### config.mk
export PLATFORM = sky130hd
export DESIGN_NAME = cordic_pipeline
export DESIGN_NICKNAME = d
export VERILOG_FILES = /design/src/rtl/cordic_pkg.sv /design/src/rtl/cordic_pipe_stage.sv /design/src/rtl/cordic_pipeline.sv
export SDC_FILE = /design/constraint.sdc
export NUM_CORES = 2
export LEC_CHECK = 0
export BUFFER_PORTS_ARGS = -buffer_cell sky130_fd_sc_hd__buf_2
export CELL_PAD_IN_SITES_DETAIL_PLACEMENT = 1
export CELL_PAD_IN_SITES_GLOBAL_PLACEMENT = 2
export CORE_ASPECT_RATIO = 1.4
export CORE_MARGIN = 5
export CORE_UTILIZATION = 43
export DETAILED_ROUTE_END_ITERATION = 8
export PLACE_DENSITY = 0.89
export SKIP_CTS_REPAIR_TIMING = 1
export SYNTH_ARGS = -nofsm -noshare
export SYNTH_HDL_FRONTEND = slang
export SYNTH_SLANG_ARGS = --single-unit
### constraint.sdc
create_clock -name clk -period 14.68 [get_ports clk]
set_input_delay 2.202 -clock clk [delete_from_list [all_inputs] [get_ports clk]]
set_output_delay 2.202 -clock clk [all_outputs]
set_load 0.02 [all_outputs]
### src/rtl/cordic_pkg.sv
// rtl/cordic_pkg.sv - shared CORDIC constants, angle table and mode encodings
package cordic_pkg;

   localparam int TABLE_FRAC = 30;

   // atan(2^-i) scaled by 2^30, truncated
   localparam logic [31:0] ATAN_Q30 [0:29] = '{
      32'h3243F6A8, 32'h1DAC6705, 32'h0FADBAFC, 32'h07F56EA6, 32'h03FEAB76,
      32'h01FFD55B, 32'h00FFFAAA, 32'h007FFF55, 32'h003FFFEA, 32'h001FFFFD,
      32'h000FFFFF, 32'h0007FFFF, 32'h0003FFFF, 32'h0001FFFF, 32'h0000FFFF,
      32'h00007FFF, 32'h00003FFF, 32'h00001FFF, 32'h00000FFF, 32'h000007FF,
      32'h000003FF, 32'h000001FF, 32'h000000FF, 32'h0000007F, 32'h0000003F,
      32'h0000001F, 32'h0000000F, 32'h00000007, 32'h00000003, 32'h00000001
   };

   localparam logic [31:0] CORDIC_K_Q30 = 32'h26DD3B6A;

   localparam logic MODE_ROT = 1'b0;
   localparam logic MODE_VEC = 1'b1;

   function automatic logic [31:0] q30_to_frac(input logic [31:0] v, input int frac_w);
      return v >> (TABLE_FRAC - frac_w);
   endfunction

endpackage

### src/rtl/cordic_pipe_stage.sv
// rtl/cordic_pipe_stage.sv - one registered CORDIC micro-rotation carrying valid and mode
module cordic_pipe_stage
   import cordic_pkg::*;
#(
   parameter int                    DATA_WIDTH   = 22,
   parameter int                    SHIFT        = 0,
   parameter logic [DATA_WIDTH-1:0] ATAN         = '0,
   parameter bit                    HOLD_INVALID = 1'b0
) (
   input  logic                         i_clk,
   input  logic                         i_rst,
   input  logic                         i_en,
   input  logic                         i_valid,
   input  logic                         i_mode,
   input  logic signed [DATA_WIDTH-1:0] i_x,
   input  logic signed [DATA_WIDTH-1:0] i_y,
   input  logic signed [DATA_WIDTH-1:0] i_z,
   output logic                         o_valid,
   output logic                         o_mode,
   output logic signed [DATA_WIDTH-1:0] o_x,
   output logic signed [DATA_WIDTH-1:0] o_y,
   output logic signed [DATA_WIDTH-1:0] o_z
);

   logic                         r_valid;
   logic                         r_mode;
   logic signed [DATA_WIDTH-1:0] r_x, r_y, r_z;

   logic                         w_d_pos;
   logic                         w_load;
   logic signed [DATA_WIDTH-1:0] w_x_sh, w_y_sh;
   logic signed [DATA_WIDTH-1:0] w_x_nxt, w_y_nxt, w_z_nxt;

   always_comb begin
      w_d_pos = (i_mode == MODE_VEC) ? i_y[DATA_WIDTH-1] : ~i_z[DATA_WIDTH-1];
      w_x_sh  = i_x >>> SHIFT;
      w_y_sh  = i_y >>> SHIFT;
      w_x_nxt = w_d_pos ? (i_x - w_y_sh) : (i_x + w_y_sh);
      w_y_nxt = w_d_pos ? (i_y + w_x_sh) : (i_y - w_x_sh);
      w_z_nxt = w_d_pos ? (i_z - $signed(ATAN)) : (i_z + $signed(ATAN));
      // the output stage keeps its last result while no valid sample arrives
      w_load  = i_en && (!HOLD_INVALID || i_valid);
   end

   always_ff @(posedge i_clk) begin
      if (i_rst) begin
         r_valid <= 1'b0;
         r_mode  <= MODE_ROT;
         r_x     <= '0;
         r_y     <= '0;
         r_z     <= '0;
      end else begin
         if (i_en) r_valid <= i_valid;
         if (w_load) begin
            r_mode <= i_mode;
            r_x    <= w_x_nxt;
            r_y    <= w_y_nxt;
            r_z    <= w_z_nxt;
         end
      end
   end

   assign o_valid = r_valid;
   assign o_mode  = r_mode;
   assign o_x     = r_x;
   assign o_y     = r_y;
   assign o_z     = r_z;

endmodule

### src/rtl/cordic_pipeline.sv
// rtl/cordic_pipeline.sv - fully pipelined rotation/vectoring CORDIC engine with stall enable
module cordic_pipeline
   import cordic_pkg::*;
#(
   parameter int INTEGER_WIDTH    = 2,
   parameter int FRACTIONAL_WIDTH = 20,
   parameter int DATA_WIDTH       = INTEGER_WIDTH + FRACTIONAL_WIDTH,
   parameter int STAGES           = 16
) (
   input  logic                         clk,
   input  logic                         rst,
   input  logic                         clk_en,
   input  logic                         in_valid,
   input  logic                         in_mode,
   input  logic signed [DATA_WIDTH-1:0] in_x,
   input  logic signed [DATA_WIDTH-1:0] in_y,
   input  logic signed [DATA_WIDTH-1:0] in_z,
   output logic                         out_valid,
   output logic                         out_mode,
   output logic signed [DATA_WIDTH-1:0] out_x,
   output logic signed [DATA_WIDTH-1:0] out_y,
   output logic signed [DATA_WIDTH-1:0] out_z
);

   logic                         w_valid [0:STAGES];
   logic                         w_mode  [0:STAGES];
   logic signed [DATA_WIDTH-1:0] w_x     [0:STAGES];
   logic signed [DATA_WIDTH-1:0] w_y     [0:STAGES];
   logic signed [DATA_WIDTH-1:0] w_z     [0:STAGES];

   // vectoring accumulates the angle from zero, so the caller's z is discarded
   assign w_valid[0] = in_valid;
   assign w_mode[0]  = in_mode;
   assign w_x[0]     = in_x;
   assign w_y[0]     = in_y;
   assign w_z[0]     = (in_mode == MODE_VEC) ? '0 : in_z;

   for (genvar i = 0; i < STAGES; i++) begin : g_stage
      cordic_pipe_stage #(
         .DATA_WIDTH   (DATA_WIDTH),
         .SHIFT        (i),
         .ATAN         (DATA_WIDTH'(q30_to_frac(ATAN_Q30[i], FRACTIONAL_WIDTH))),
         .HOLD_INVALID (i == STAGES - 1)
      ) u_stage (
         .i_clk   (clk),
         .i_rst   (rst),
         .i_en    (clk_en),
         .i_valid (w_valid[i]),
         .i_mode  (w_mode[i]),
         .i_x     (w_x[i]),
         .i_y     (w_y[i]),
         .i_z     (w_z[i]),
         .o_valid (w_valid[i+1]),
         .o_mode  (w_mode[i+1]),
         .o_x     (w_x[i+1]),
         .o_y     (w_y[i+1]),
         .o_z     (w_z[i+1])
      );
   end

   assign out_valid = w_valid[STAGES];
   assign out_mode  = w_mode[STAGES];
   assign out_x     = w_x[STAGES];
   assign out_y     = w_y[STAGES];
   assign out_z     = w_z[STAGES];

endmodule

==> results.py <==
metrics = {
    "run_status": {
        "outcome": "finished, final reports clean",
    },
    "power_and_ir_drop": {
        "total_internal_power_mw": 14.4,
        "vdd.ir_drop.worst_v": 0.000171,
        "clock_power_share": 0.134,
        "power_density_nw_per_um2": 282,
        "combPwrFrac": 0.683,
        "switching_share": 0.491,
        "static-leakage-power_nw": 45.1,
        "power.share.sequential": 0.184,
        "net-switching-power_mw": 13.9,
    },
    "floorplanning": {
        "initial_cell_density_of_the_core": 0.432,
        "floorplan.die_area_um2": 223000,
        "placement_rows": 200,
        "die_height_um": 556,
        "placeableCoreArea_um2": 212000,
        "fp.dieW_um": 400,
        "ioPinCount": 139,
    },
    "timing": {
        "final.setup_skew_ns": 0.0468,
        "finalWorstSetupSlack_ns": 8.62,
        "worstMarginPinSlew_ns": 1.12,
        "setup_tns_ns": 0,
        "fin_hold_ws_ns": 0.449,
        "finalMaxSlewViolations": 0,
        "finalHoldViolations": 0,
        "finalCritPeriodShare": 0.413,
        "fmaxAchievable_mhz": 165,
        "setup_viol_count_final": 0,
        "post-route-min-period_ns": 6.06,
        "slew-limit-headroom": 0.251,
        "grt_setup_unrepaired": "no",
    },
    "drt": {
        "first_pass_iters": 5,
        "drt-total-wl_um": 293000,
        "drc": 0,
        "first_iter_violations": 3368,
        "vias": 82700,
        "detail_route.vias_per_cell": 5.75,
        "ant_nets": 0,
        "wl_per_cell_um": 20.4,
    },
    "setup_path": {
        "end_kind": "flop",
        "crit_path_kind": "in2reg",
        "worst-endpoint-arrival_ns": 6.78,
        "r2r_start": "g_stage[14].u_stage.o_mode",
        "timing.critical_path.required_ns": 15.40,
        "critPathLaunchType": "primary input",
        "path_max_fanout": 50,
        "critical_path.startpoint": "in_mode",
    },
    "global_route": {
        "grt_overflow": 0,
        "grt_pass1_wl_um": 470000,
        "maximum_number_of_pins_on_one_net_before_global_route_repair": 180,
        "first_global_vias": 87900,
        "initial_antenna_violation_count": 2,
        "track_usage": 0.255,
    },
    "yosys": {
        "syn-cell-area_um2": 91600,
        "synthDistinctLibCells": 89,
        "fraction_of_registers_with_async_set_or_reset_after_synthesis": 0,
        "synth.ff_latch_count": 1087,
        "synthesized_instance_count": 11500,
        "synth-edff-count": 0,
        "ys_warn_count": 0,
        "mappedNetlistNets": 12800,
        "synthFlopType": "sky130_fd_sc_hd__dfxtp_1",
        "syn-mean-instance-area_um2": 7.95,
        "synth_seq_area_share": 0.238,
    },
    "placement": {
        "placed_cell_area_um2": 95000,
        "detailed_placement_wirelength_estimate_um": 226000,
        "numPortBuffers": 138,
        "placement.setup.worst_slack_ns": 7.80,
        "gp_congestion": 0.902,
        "placedCellCount": 14200,
    },
    "cts": {
        "clkTransAtPathRegs_ns": 0.06,
        "cts-buffers-inserted": 139,
        "tritoncts_num_sinks": 1087,
        "clockBufferDepth": 4,
        "tritoncts": "built",
        "library_cell_used_as_clock_root_buffer": "sky130_fd_sc_hd__clkbuf_16",
        "h-tree-depth": 4,
        "clkLatencyLatePin_ns": 0.81,
    },
    "final_layout": {
        "layout.cells.most_common_list": "1431 x sky130_fd_sc_hd__nor2_1, 1126 x sky130_fd_sc_hd__ha_1, 1087 x sky130_fd_sc_hd__dfxtp_1",
        "fill_cells": 25700,
        "final_layout_size_suffix_gt1_frac": 0.0483,
        "mostFrequentLayoutCell": "sky130_fd_sc_hd__nor2_1",
        "stdcell_count": 14400,
        "areaGrowthSynthToFinish_pct": 9.16,
        "layout.nets": 12700,
        "finish.instance_area_um2": 100000,
    },
    "flow_run": {
        "cap_violations": 0,
    },
    "min_path": {
        "min_from": "g_stage[15].u_stage.o_y[18]",
        "worst_hold_path_type": "reg2reg",
    },
}
cells by family (layout without fill, tap and decap cells):
logic type	after synthesis	count (layout)	synth area share
DFF	1087	1087	0.238
buffers and inverters	830	867	0.0340
muxes	480	480	0.0528
xor gates and xnor gates	1210	1210	0.116
other	0	1	0
and+or+nand+nor	3492	3492	0.172
adders and majority gates	1175	1175	0.164
AOI/OAI and AO/OA	3248	3248	0.223
metrics by stage:
| stage | power, mW | utilization |
|---|---|---|
| global placement | 23.6 | 0.448 |
| global route | 30.7 | 0.472 |
| finish | 28.2 | 0.472 |
| detailed placement | 24.2 | 0.448 |
| floorplan | 19.2 | - |
| CTS | 28.3 | 0.472 |
final timing paths:
path	end	slack [ns]	depth (start not counted)
setup / recovery	g_stage[0].u_stage.o_z[21]	8.62	17
hold / removal	g_stage[15].u_stage.o_y[18]	0.45	2
setup reg to reg	g_stage[15].u_stage.o_y[20]	9.36	16
hold reg to reg	g_stage[15].u_stage.o_y[18]	0.45	2
cell usage after synthesis (20+ instances only):
library cell / instances / area [um^2]
sky130_fd_sc_hd__o41ai_1: 32 / 280
sky130_fd_sc_hd__o21a_1: 138 / 1040
sky130_fd_sc_hd__nor4_1: 47 / 294
sky130_fd_sc_hd__nand3b_1: 35 / 263
sky130_fd_sc_hd__o31ai_1: 88 / 661
sky130_fd_sc_hd__a311oi_1: 20 / 175
sky130_fd_sc_hd__nor2_1: 1432 / 5380
sky130_fd_sc_hd__a2111oi_0: 27 / 236
sky130_fd_sc_hd__a31oi_1: 111 / 694
sky130_fd_sc_hd__ha_1: 1126 / 14100
sky130_fd_sc_hd__inv_1: 420 / 1580
sky130_fd_sc_hd__clkbuf_1: 340 / 1280
sky130_fd_sc_hd__or4_1: 27 / 203
sky130_fd_sc_hd__xor2_1: 472 / 4130
sky130_fd_sc_hd__o211ai_1: 46 / 345
sky130_fd_sc_hd__nand4_1: 31 / 194
sky130_fd_sc_hd__or3_1: 66 / 413
sky130_fd_sc_hd__a21o_1: 357 / 2680
sky130_fd_sc_hd__a21boi_0: 29 / 218
sky130_fd_sc_hd__and2_1: 33 / 206
sky130_fd_sc_hd__o22ai_1: 71 / 444
sky130_fd_sc_hd__or2_2: 32 / 200
sky130_fd_sc_hd__o21ai_0: 715 / 3580
sky130_fd_sc_hd__nor3_1: 265 / 1330
sky130_fd_sc_hd__and3_1: 86 / 538
sky130_fd_sc_hd__a211oi_1: 276 / 2070
sky130_fd_sc_hd__nand2_1: 901 / 3380
sky130_fd_sc_hd__nor3b_1: 24 / 180
sky130_fd_sc_hd__a211o_1: 28 / 245
sky130_fd_sc_hd__a21oi_1: 975 / 4880
sky130_fd_sc_hd__mux2i_1: 450 / 4500
sky130_fd_sc_hd__fa_1: 49 / 981
sky130_fd_sc_hd__buf_1: 63 / 236
sky130_fd_sc_hd__nand3_1: 160 / 801
sky130_fd_sc_hd__nor2b_1: 164 / 1030
sky130_fd_sc_hd__dfxtp_1: 1087 / 21800
sky130_fd_sc_hd__o21bai_1: 107 / 803
sky130_fd_sc_hd__nand2b_1: 139 / 870
sky130_fd_sc_hd__xnor2_1: 736 / 6450
sky130_fd_sc_hd__mux2_2: 30 / 338
worst max-delay path: stages:
cell and delay [ns]:
sky130_fd_sc_hd__buf_2 0.32, sky130_fd_sc_hd__inv_1 0.17, sky130_fd_sc_hd__nor2_1 0.42, sky130_fd_sc_hd__a21oi_4 0.15
sky130_fd_sc_hd__inv_1 0.08, sky130_fd_sc_hd__buf_4 0.45, sky130_fd_sc_hd__ha_1 0.39, sky130_fd_sc_hd__a21oi_1 0.15
sky130_fd_sc_hd__o21ai_0 0.19, sky130_fd_sc_hd__a311oi_1 0.48, sky130_fd_sc_hd__a21oi_1 0.22, sky130_fd_sc_hd__a41oi_1 0.37
sky130_fd_sc_hd__o21ai_0 0.24, sky130_fd_sc_hd__a21oi_1 0.22, sky130_fd_sc_hd__o21ai_0 0.14, sky130_fd_sc_hd__or4_1 0.43
sky130_fd_sc_hd__nand3_1 0.10
cell type report:
type | count | area [um^2] | share of cell area
flip-flops and latches | 1087 | 21800 | 0.218
clock inverters | 57 | 1000 | 0.0100
inverters | 425 | 1600 | 0.0160
multi-input cells | 9605 | 66900 | 0.669
well taps | 2828 | 3540 | 0.0354
clock buffers | 180 | 3970 | 0.0397
repair buffers | 205 | 1260 | 0.0126
diodes | 1 | 2.50 | 0.0000250
registers in the layout, indices dropped and copies added (netlist names):
register                 flops
g_stage.u_stage.o_valid     16
g_stage.u_stage.o_y        352
g_stage.u_stage.o_z        352
g_stage.u_stage.o_mode      16
g_stage.u_stage.o_x        351
metal layers:
metal	GRT usage	vias up	share of wire
li1	-	41000	-
met1	0.295	40100	0.42
met2	0.480	1064	0.51
met3	0.0217	553	0.023
met4	0.101	0	0.043
met5	0	-	0
power by group through the flow:
stage	Combinational (mW)	Sequential [mW]	Clock, mW
final	19.3	5.18	3.78
after global routing	21.4	5.29	3.99
after CTS	19.2	5.18	3.88
after detailed placement	19.0	5.22	0
after global placement	18.4	5.20	0
after floorplan	14.6	4.56	0
No activity file was read; power rests on OpenSTA's default activity.
